`config.mk`:
```
export PLATFORM = sky130hd
export DESIGN_NAME = multicycle_control
export DESIGN_NICKNAME = d
export VERILOG_FILES = /design/src/rtl/multicycle_control_pkg.sv /design/src/rtl/multicycle_control_wait.sv /design/src/rtl/multicycle_control.sv
export SDC_FILE = /design/constraint.sdc
export NUM_CORES = 1
export LEC_CHECK = 0
export BUFFER_PORTS_ARGS = -buffer_cell sky130_fd_sc_hd__buf_2
export CAP_MARGIN = 20
export CORE_MARGIN = 1.5
export CORE_UTILIZATION = 39
export CTS_CLUSTER_DIAMETER = 80
export DETAILED_ROUTE_END_ITERATION = 10
export SLEW_MARGIN = 20
export SYNTH_ARGS = -nofsm -noshare
export SYNTH_HDL_FRONTEND = slang
export SYNTH_HIERARCHICAL = 1
export SYNTH_SLANG_ARGS = --single-unit
```
`constraint.sdc`:
```
create_clock -name i_clk -period 5.1 [get_ports i_clk]
set_clock_uncertainty 0.15 [all_clocks]
set_input_delay 0.51 -clock i_clk [delete_from_list [all_inputs] [get_ports i_clk]]
set_output_delay 0.51 -clock i_clk [all_outputs]
set_load 0.01 [all_outputs]
```
`src/rtl/multicycle_control_pkg.sv`:
```
// Shared definitions for the multicycle controller and execute datapath:
// FSM state encoding, legal opcode constants and PC source encoding.
package multicycle_control_pkg;

    localparam logic [2:0] S_FETCH  = 3'd0;
    localparam logic [2:0] S_DECODE = 3'd1;
    localparam logic [2:0] S_EXEC   = 3'd2;
    localparam logic [2:0] S_MEM    = 3'd3;
    localparam logic [2:0] S_WB     = 3'd4;
    localparam logic [2:0] S_TRAP   = 3'd5;

    localparam logic [6:0] OP_RTYPE  = 7'b0110011;
    localparam logic [6:0] OP_ITYPE  = 7'b0010011;
    localparam logic [6:0] OP_LOAD   = 7'b0000011;
    localparam logic [6:0] OP_STORE  = 7'b0100011;
    localparam logic [6:0] OP_BRANCH = 7'b1100011;
    localparam logic [6:0] OP_JAL    = 7'b1101111;
    localparam logic [6:0] OP_JALR   = 7'b1100111;
    localparam logic [6:0] OP_LUI    = 7'b0110111;
    localparam logic [6:0] OP_AUIPC  = 7'b0010111;

    localparam logic [2:0] PC_HOLD   = 3'd0;
    localparam logic [2:0] PC_PLUS4  = 3'd1;
    localparam logic [2:0] PC_BRANCH = 3'd2;
    localparam logic [2:0] PC_JAL    = 3'd3;
    localparam logic [2:0] PC_JALR   = 3'd4;

    function automatic logic is_legal_opcode(input logic [6:0] op);
        case (op)
            OP_RTYPE, OP_ITYPE, OP_LOAD, OP_STORE, OP_BRANCH,
            OP_JAL, OP_JALR, OP_LUI, OP_AUIPC: return 1'b1;
            default:                           return 1'b0;
        endcase
    endfunction

endpackage

```
`src/rtl/multicycle_control_wait.sv`:
```
// Memory wait timer: counts consecutive waiting cycles; o_terminal is high
// during the TIMEOUT_CYCLES-th consecutive waiting cycle.
module wait_timer #(
    parameter int unsigned TIMEOUT_CYCLES = 15
) (
    input  logic i_clk,
    input  logic i_rst_n,
    input  logic i_clear,
    input  logic i_enable,
    output logic o_terminal
);
    logic [7:0] r_count;

    // Count waiting cycles; clear has priority so entry/ready restart the window.
    always_ff @(posedge i_clk or negedge i_rst_n) begin
        if (!i_rst_n)
            r_count <= '0;
        else if (i_clear)
            r_count <= '0;
        else if (i_enable)
            r_count <= r_count + 8'd1;
    end

    assign o_terminal = (r_count == 8'(TIMEOUT_CYCLES - 1));

endmodule

```
`src/rtl/multicycle_control.sv`:
```
// Multicycle RV32 control FSM: FETCH/DECODE/EXEC/MEM/WB with a sticky TRAP
// on illegal opcode or memory timeout, plus a retired-instruction counter.
module multicycle_control
    import multicycle_control_pkg::*;
#(
    parameter int unsigned TIMEOUT_CYCLES = 15
) (
    input  logic        i_clk,
    input  logic        i_reset,
    input  logic [6:0]  i_opcode,
    input  logic [4:0]  i_rd,
    input  logic        i_branch_taken,
    input  logic        i_imem_ready,
    input  logic        i_dmem_ready,
    output logic        o_imem_req,
    output logic        o_dmem_req,
    output logic        o_dmem_we,
    output logic        o_ir_we,
    output logic        o_rf_we,
    output logic        o_pc_we,
    output logic [2:0]  o_pc_op,
    output logic [2:0]  o_state,
    output logic        o_halted,
    output logic [31:0] o_retired
);
    logic [2:0]  r_state;
    logic [2:0]  w_next;
    logic [31:0] r_retired;
    logic        w_imem_req, w_dmem_req, w_dmem_we;
    logic        w_ir_we, w_rf_we, w_pc_we, w_retire;
    logic [2:0]  w_pc_sel;
    logic        w_ready, w_wait_state, w_timeout, w_clear;
    logic        w_is_mem, w_is_store;

    assign w_is_store   = (i_opcode == OP_STORE);
    assign w_is_mem     = (i_opcode == OP_LOAD) || w_is_store;
    assign w_wait_state = (r_state == S_FETCH) || (r_state == S_MEM);
    assign w_ready      = ((r_state == S_FETCH) && i_imem_ready) ||
                          ((r_state == S_MEM)   && i_dmem_ready);
    assign w_clear      = (w_next != r_state) || w_ready;

    wait_timer #(.TIMEOUT_CYCLES(TIMEOUT_CYCLES)) u_wait_timer (
        .i_clk      (i_clk),
        .i_rst_n    (i_reset),
        .i_clear    (w_clear),
        .i_enable   (w_wait_state),
        .o_terminal (w_timeout)
    );

    // Next-state and per-state strobe decode; ready wins over timeout.
    always_comb begin
        w_next     = r_state;
        w_imem_req = 1'b0;
        w_dmem_req = 1'b0;
        w_dmem_we  = 1'b0;
        w_ir_we    = 1'b0;
        w_rf_we    = 1'b0;
        w_pc_we    = 1'b0;
        w_pc_sel   = PC_HOLD;
        w_retire   = 1'b0;
        case (r_state)
            S_FETCH: begin
                w_imem_req = 1'b1;
                if (i_imem_ready) begin
                    w_ir_we = 1'b1;
                    w_next  = S_DECODE;
                end else if (w_timeout) begin
                    w_next = S_TRAP;
                end
            end
            S_DECODE: w_next = is_legal_opcode(i_opcode) ? S_EXEC : S_TRAP;
            S_EXEC: begin
                if (w_is_mem) begin
                    w_next = S_MEM;
                end else if (i_opcode == OP_BRANCH) begin
                    w_pc_we  = 1'b1;
                    w_pc_sel = i_branch_taken ? PC_BRANCH : PC_PLUS4;
                    w_retire = 1'b1;
                    w_next   = S_FETCH;
                end else begin
                    w_next = S_WB;
                end
            end
            S_MEM: begin
                w_dmem_req = 1'b1;
                w_dmem_we  = w_is_store;
                if (i_dmem_ready) begin
                    if (w_is_store) begin
                        w_pc_we  = 1'b1;
                        w_pc_sel = PC_PLUS4;
                        w_retire = 1'b1;
                        w_next   = S_FETCH;
                    end else begin
                        w_next = S_WB;
                    end
                end else if (w_timeout) begin
                    w_next = S_TRAP;
                end
            end
            S_WB: begin
                w_rf_we  = (i_rd != 5'd0);
                w_pc_we  = 1'b1;
                w_pc_sel = (i_opcode == OP_JAL)  ? PC_JAL  :
                           (i_opcode == OP_JALR) ? PC_JALR : PC_PLUS4;
                w_retire = 1'b1;
                w_next   = S_FETCH;
            end
            S_TRAP:  w_next = S_TRAP;
            default: w_next = S_TRAP;
        endcase
    end

    // State register; reset parks in FETCH.
    always_ff @(posedge i_clk or negedge i_reset) begin
        if (!i_reset)
            r_state <= S_FETCH;
        else
            r_state <= w_next;
    end

    // Retired-instruction counter, wraps naturally.
    always_ff @(posedge i_clk or negedge i_reset) begin
        if (!i_reset)
            r_retired <= '0;
        else if (w_retire)
            r_retired <= r_retired + 32'd1;
    end

    // Outputs are gated by reset so FETCH's request stays low while held in reset.
    assign o_imem_req = i_reset & w_imem_req;
    assign o_dmem_req = i_reset & w_dmem_req;
    assign o_dmem_we  = i_reset & w_dmem_we;
    assign o_ir_we    = i_reset & w_ir_we;
    assign o_rf_we    = i_reset & w_rf_we;
    assign o_pc_we    = i_reset & w_pc_we;
    assign o_pc_op    = (i_reset & w_pc_we) ? w_pc_sel : PC_HOLD;
    assign o_state    = r_state;
    assign o_halted   = i_reset & (r_state == S_TRAP);
    assign o_retired  = r_retired;

endmodule

```
# After elaboration in Yosys (flattened, before gate mapping)

Cells that the tools add are included.
Widths: inputs -> output; s select.

Word-level logic and storage cells: 70
Output and inout bits: 45
Flip-flop bits (word level): 43

Add/subtract/negate cells: 2
Bitwise gates (word level): 7
Muxes and demuxes: 32
Equal/unequal tests: 16
Reductions and logical operators: 10

Operators with widths:

| cell                  | count |
|---|---|
| $add 32x1->32 const B | 1 |
| $mux 3                | 10 |
| $eq 7x6->1 const B    | 3 |
| $eq 7x7->1 const B    | 3 |
| $mux 8                | 2 |
| $pmux 3 s5            | 1 |
| $eq 7x5->1 const B    | 2 |
| $mux 1                | 14 |
| $pmux 3 s3            | 1 |
| $reduce_or 9->1       | 1 |
| $add 8x1->8 const B   | 1 |
| $eq 8x4->1 const B    | 1 |
| $and 1x1->1           | 7 |
| $eq 7x2->1 const B    | 1 |
| $eq 3x2->1 const B    | 2 |
| $eq 3x3->1 const B    | 2 |
| $mux 2                | 3 |
| $reduce_bool 5->1     | 1 |
| $logic_or 1x1->1      | 4 |
| $eq 3x1->1 const B    | 1 |
| $logic_not 3->1       | 1 |
| $ne 3x3->1            | 1 |
| $pmux 1 s3            | 1 |
| $logic_and 1x1->1     | 2 |
| $reduce_bool 2->1     | 1 |

# Longest topological paths before layout

Word-level depth: 9
Depth in mapped cells: 13
Gate-level depth less buffers: 12

# Hierarchy

Netlist, hierarchy kept.

Modules (own cells, without submodules):

| module             | area each (µm²) | cells each | times used |
|---|---|---|---|
| multicycle_control | 2016.9          | 211        | 1 |
| wait_timer         | 426.7           | 42         | 1 |

# Worst setup path before layout

OpenSTA, ideal clock, no wires.

Path type: reg2reg
Start: register u_wait_timer.r_count[0]
End: register u_wait_timer.r_count[7]
Slack: 2.348 ns
Buffers on the path: 1
Data arrival time: 2.524 ns
Stages on the path, launching flop included: 14
Period minus slack after synthesis: 2.752 ns
Cells stage by stage: dfrtp_1 > inv_1 > ha_1 > nand4b_1 > nor4_1 > nor2_1 > nor3_1 > a21oi_1 > o211ai_1 > a21o_1 > buf_6 > o21ai_0 > or4_1 > a21oi_1

Cells in the longest elaborated chain, start to end: 7
Elaborated cells on any way between the ends: 11
Classes of those cells: 1 x add/sub; 2 x eq/ne; 6 x mux; 2 x reduce/logical

Ends and longest elaborated chain:

| item                                               | RTL line                                           | text |
|---|---|---|
| from (decl)                                        | multicycle_control_wait.sv:12                      | `logic [7:0] r_count;` |
| from (signal assigned)                             | multicycle_control_wait.sv:21                      | `r_count <= r_count + 8'd1;` |
| $eq 8x4->1 (*)                                     | multicycle_control_wait.sv:24                      | `assign o_terminal = (r_count == 8'(TIMEOUT_CYCLES - 1));` |
| via w_timeout                                      | multicycle_control.sv:32                           | `logic w_ready, w_wait_state, w_timeout, w_clear;` |
| $mux 3 (*)                                         | multicycle_control.sv:67, multicycle_control.sv:96 |  |
| $mux 3 (on tied branches)                          | multicycle_control.sv:87, multicycle_control.sv:64 |  |
| $pmux 3 s5 (*)                                     | multicycle_control.sv:61                           | `case (r_state)` |
| $ne 3x3->1 (*)                                     | multicycle_control.sv:40                           | `assign w_clear = (w_next != r_state) \|\| w_ready;` |
| $logic_or 1x1->1 (*)                               | multicycle_control.sv:40                           |  |
| via w_clear                                        | multicycle_control.sv:32                           |  |
| $mux 8 / $reduce_bool 2->1 (equally long branches) | --                                                 |  |

The timed path passes the listed nets; every way through them passes the cells marked *. The select of a mux whose other input is x is not followed.
A chain may end at the register's enable or synchronous reset.

# Worst setup path in the final report

Same ends and word-level chain as after synthesis.

==> flow_summary.ini <==
[logic_synthesis]
synthSimpleGateAreaFrac_pct = 27.4
synth_compound_area_share_pct = 10.2
syn_nets = 273
synth.distinct_cells = 51
postSynthCellCount = 253
async_flop_share_pct = 100
synthMuxAreaShare_pct = 0.461
netlist_area_um2 = 2440
ys.warnings.count = 6
yosysSeqAreaShare_pct = 44.0
synth_edf_count = 0
synth-main-ff-cell = dfrtp_1
netlist.area_leader.share_pct = 44.0
synthAdderAreaFrac_pct = 1.54
avgSynthCellArea_um2 = 9.66
yosysTopAreaCell = dfrtp_1
synth_area_leaders = dfrtp_1, xnor2_1, nand4_1
ys_ff_latch = 43
synth_top_family_by_area = simple AND/OR/NAND/NOR gates
synth_xor_area_share_pct = 12.9

[clocking]
cts_tree = built
clk_pin_slew_ps = 70
hold_buffers = 0
cts_buffers = 5
htree_levels = 2
ctsLongestPathBuffers = 2
clk_root_buffer_cell = clkbuf_8
postCtsSetupRepairBufs = 0
cts_num_sinks = 43
post_cts_resized = 0
clk_latency_ps = 290

[setup_path]
worst-path-max-fanout = 9
path_cells = inv_1 > ha_1 > nand4b_1 > nor4_1 > nor2_1 > nor3_1 > a21oi_1 > o211ai_1 > a21o_1 > o21ai_0 > or4_1 > a21oi_1
r2r_cells = 12
slowest_stage = or4_1
crit_path_end_kind = register
cp.required_ps = 5170
cpLargestDelayFamily = simple AND/OR/NAND/NOR gates
cp_num_cells = 12
worstReg2RegStart = u_wait_timer/r_count[0]
path_buf_inv = 1
path_common_cell = a21oi_1
start_kind = register
arrival_ps = 3320
worst-setup-path-type = reg -> reg
max_stage_delay_ps = 500
critPathLaunch = u_wait_timer/r_count[0]

[timing]
relSlewSlack_pct = 58.4
maxSlewViolCount = 0
timing.final.crit_period_ps = 3250
layout_setup_ws_ps = 1850
hold_ws_ps = 155
worst_pin_slew_ps = 619
timing.fmax_mhz = 308
setup-tns-final_ps = 0
rsz0062_at_grt = no
setup_violations = 0
hold_violations = 0
post-route-period-util_pct = 63.7

[layout]
area_growth_pct = 17.7
seqCellArea_um2 = 1080
drive_gt1_share_pct = 24.9
fin_nets = 332
final_cells = 388
final_cell_mix = buf_2, dfrtp_1, xnor2_1, nand2_1
final_common_cell = buf_2
diodes = 0
num-fill-cells = 606
multiInputGateArea_um2 = 1280

[power_and_ir_drop]
power_uw = 952
p_per_area_nw_per_um2 = 331
p_sw_uw = 349
p_leak_nw = 1.34
seqPwrFrac_pct = 48.5
swShare_pct = 36.6
clockPowerShare_pct = 21.6
power.internal_uw = 604
irDropWorstVdd_mv = 0.240
p_comb_share_pct = 30.0

[global_routing]
grt_usage_pct = 17.3
grt_overflow = 0
grt_first_pass_wirelength_um = 8970
antenna_found_initial = 0
grt_pass1_vias = 1888
grt_start_max_net_pins = 50

[floorplan]
rows = 28
core-area_um2 = 5990
die_h_um = 82.2
pin_count = 62
die_area_um2 = 6750
start_util_pct = 40.8
die_x_um = 82.2

[route]
ant_nets = 0
drt-total-wl_um = 5340
drc = 0
vias = 2034
routed_via_density = 5.24
dr.first_iter.drc_count = 71
post_drt_wl_per_cell_um = 13.8
dr.pass1.iters = 4

[placement]
port-buffer-count = 61
placedCellCount = 380
routabilityCongestion = 0.804
pre_cts_slack_ps = 1880
dp_hpwl_um = 3910

[min_path]
hold_path_class = in -> async

[flow_run]
max_cap_violations = 0

[status]
outcome = completed
synth_stat cells, types with 2 or more instances:
cell / number
dfrtp_1: 43
xnor2_1: 28
nand2_1: 17
nand3_1: 16
nand4_1: 16
nor2_1: 15
a21oi_1: 12
nor3_1: 11
and3_1: 8
inv_1: 8
xor2_1: 8
o21ai_0: 6
and2_1: 4
clkbuf_1: 4
nor3b_1: 4
a211oi_1: 3
ha_1: 3
nand2b_1: 3
nor2b_1: 3
o31ai_1: 3
a21o_1: 2
and4_1: 2
buf_2: 2
buf_4: 2
nand4b_1: 2
o22ai_1: 2
or4_1: 2
final timing paths:
check | endpoint | slack (ps)
worst max register to register | u_wait_timer/r_count[7] | 1850
max in group asynchronous | o_retired[18] | 4250
worst min-delay path | u_wait_timer/r_count[7] | 160
worst min register to register | o_retired[31] | 320
worst max-delay path | u_wait_timer/r_count[7] | 1850
min in group i_clk | o_retired[31] | 320
routing by layer:
metal | GRT usage [%] | wire (µm) | vias to the layer above
li1 | - | - | 1019
met3 | 5.27 | 253 | 2
met2 | 27.4 | 2480 | 49
met4 | 2.54 | 17 | 0
met5 | 0 | 0 | -
met1 | 23.9 | 2590 | 964
state kept, by name, indices dropped and copies added (netlist names):
register	cells
u_wait_timer/r_count	8
o_retired	32
o_state	3
layout make-up:
type | instances | share of cell area [%]
Inverter | 8 | 1.04
Clock inverter | 1 | 0.174
Multi-Input combinational cell | 192 | 44.6
Clock buffer | 7 | 2.65
Timing Repair Buffer | 62 | 10.9
Tap cell | 75 | 3.26
Sequential cell | 43 | 37.4
logic make-up after synthesis:
kind of cell,after synthesis
and+or+nand+nor,116
muxes,1
DFF,43
adders and majority gates,3
buffers and inverters,18
xor gates and xnor gates,36
AOI/OAI and AO/OA,36
metrics by stage:
| stage | utilization [%] | instance area (µm²) |
|---|---|---|
| final | 48.0 | 2880 |
| after global routing | 48.0 | 2880 |
| after CTS | 48.0 | 2880 |
| after detailed placement | 46.7 | 2800 |
| after global placement | 46.7 | 2800 |
| after floorplan | - | 2440 |
power by group through the flow:
stage	clock, mW	combinational [mW]	sequential, mW
final	0.205	0.286	0.461
after global routing	0.227	0.327	0.473
after CTS	0.215	0.289	0.461
after detailed placement	0	0.287	0.468
after global placement	0	0.287	0.466
after floorplan	0	0.231	0.443
(Power assumes the default switching activity.)
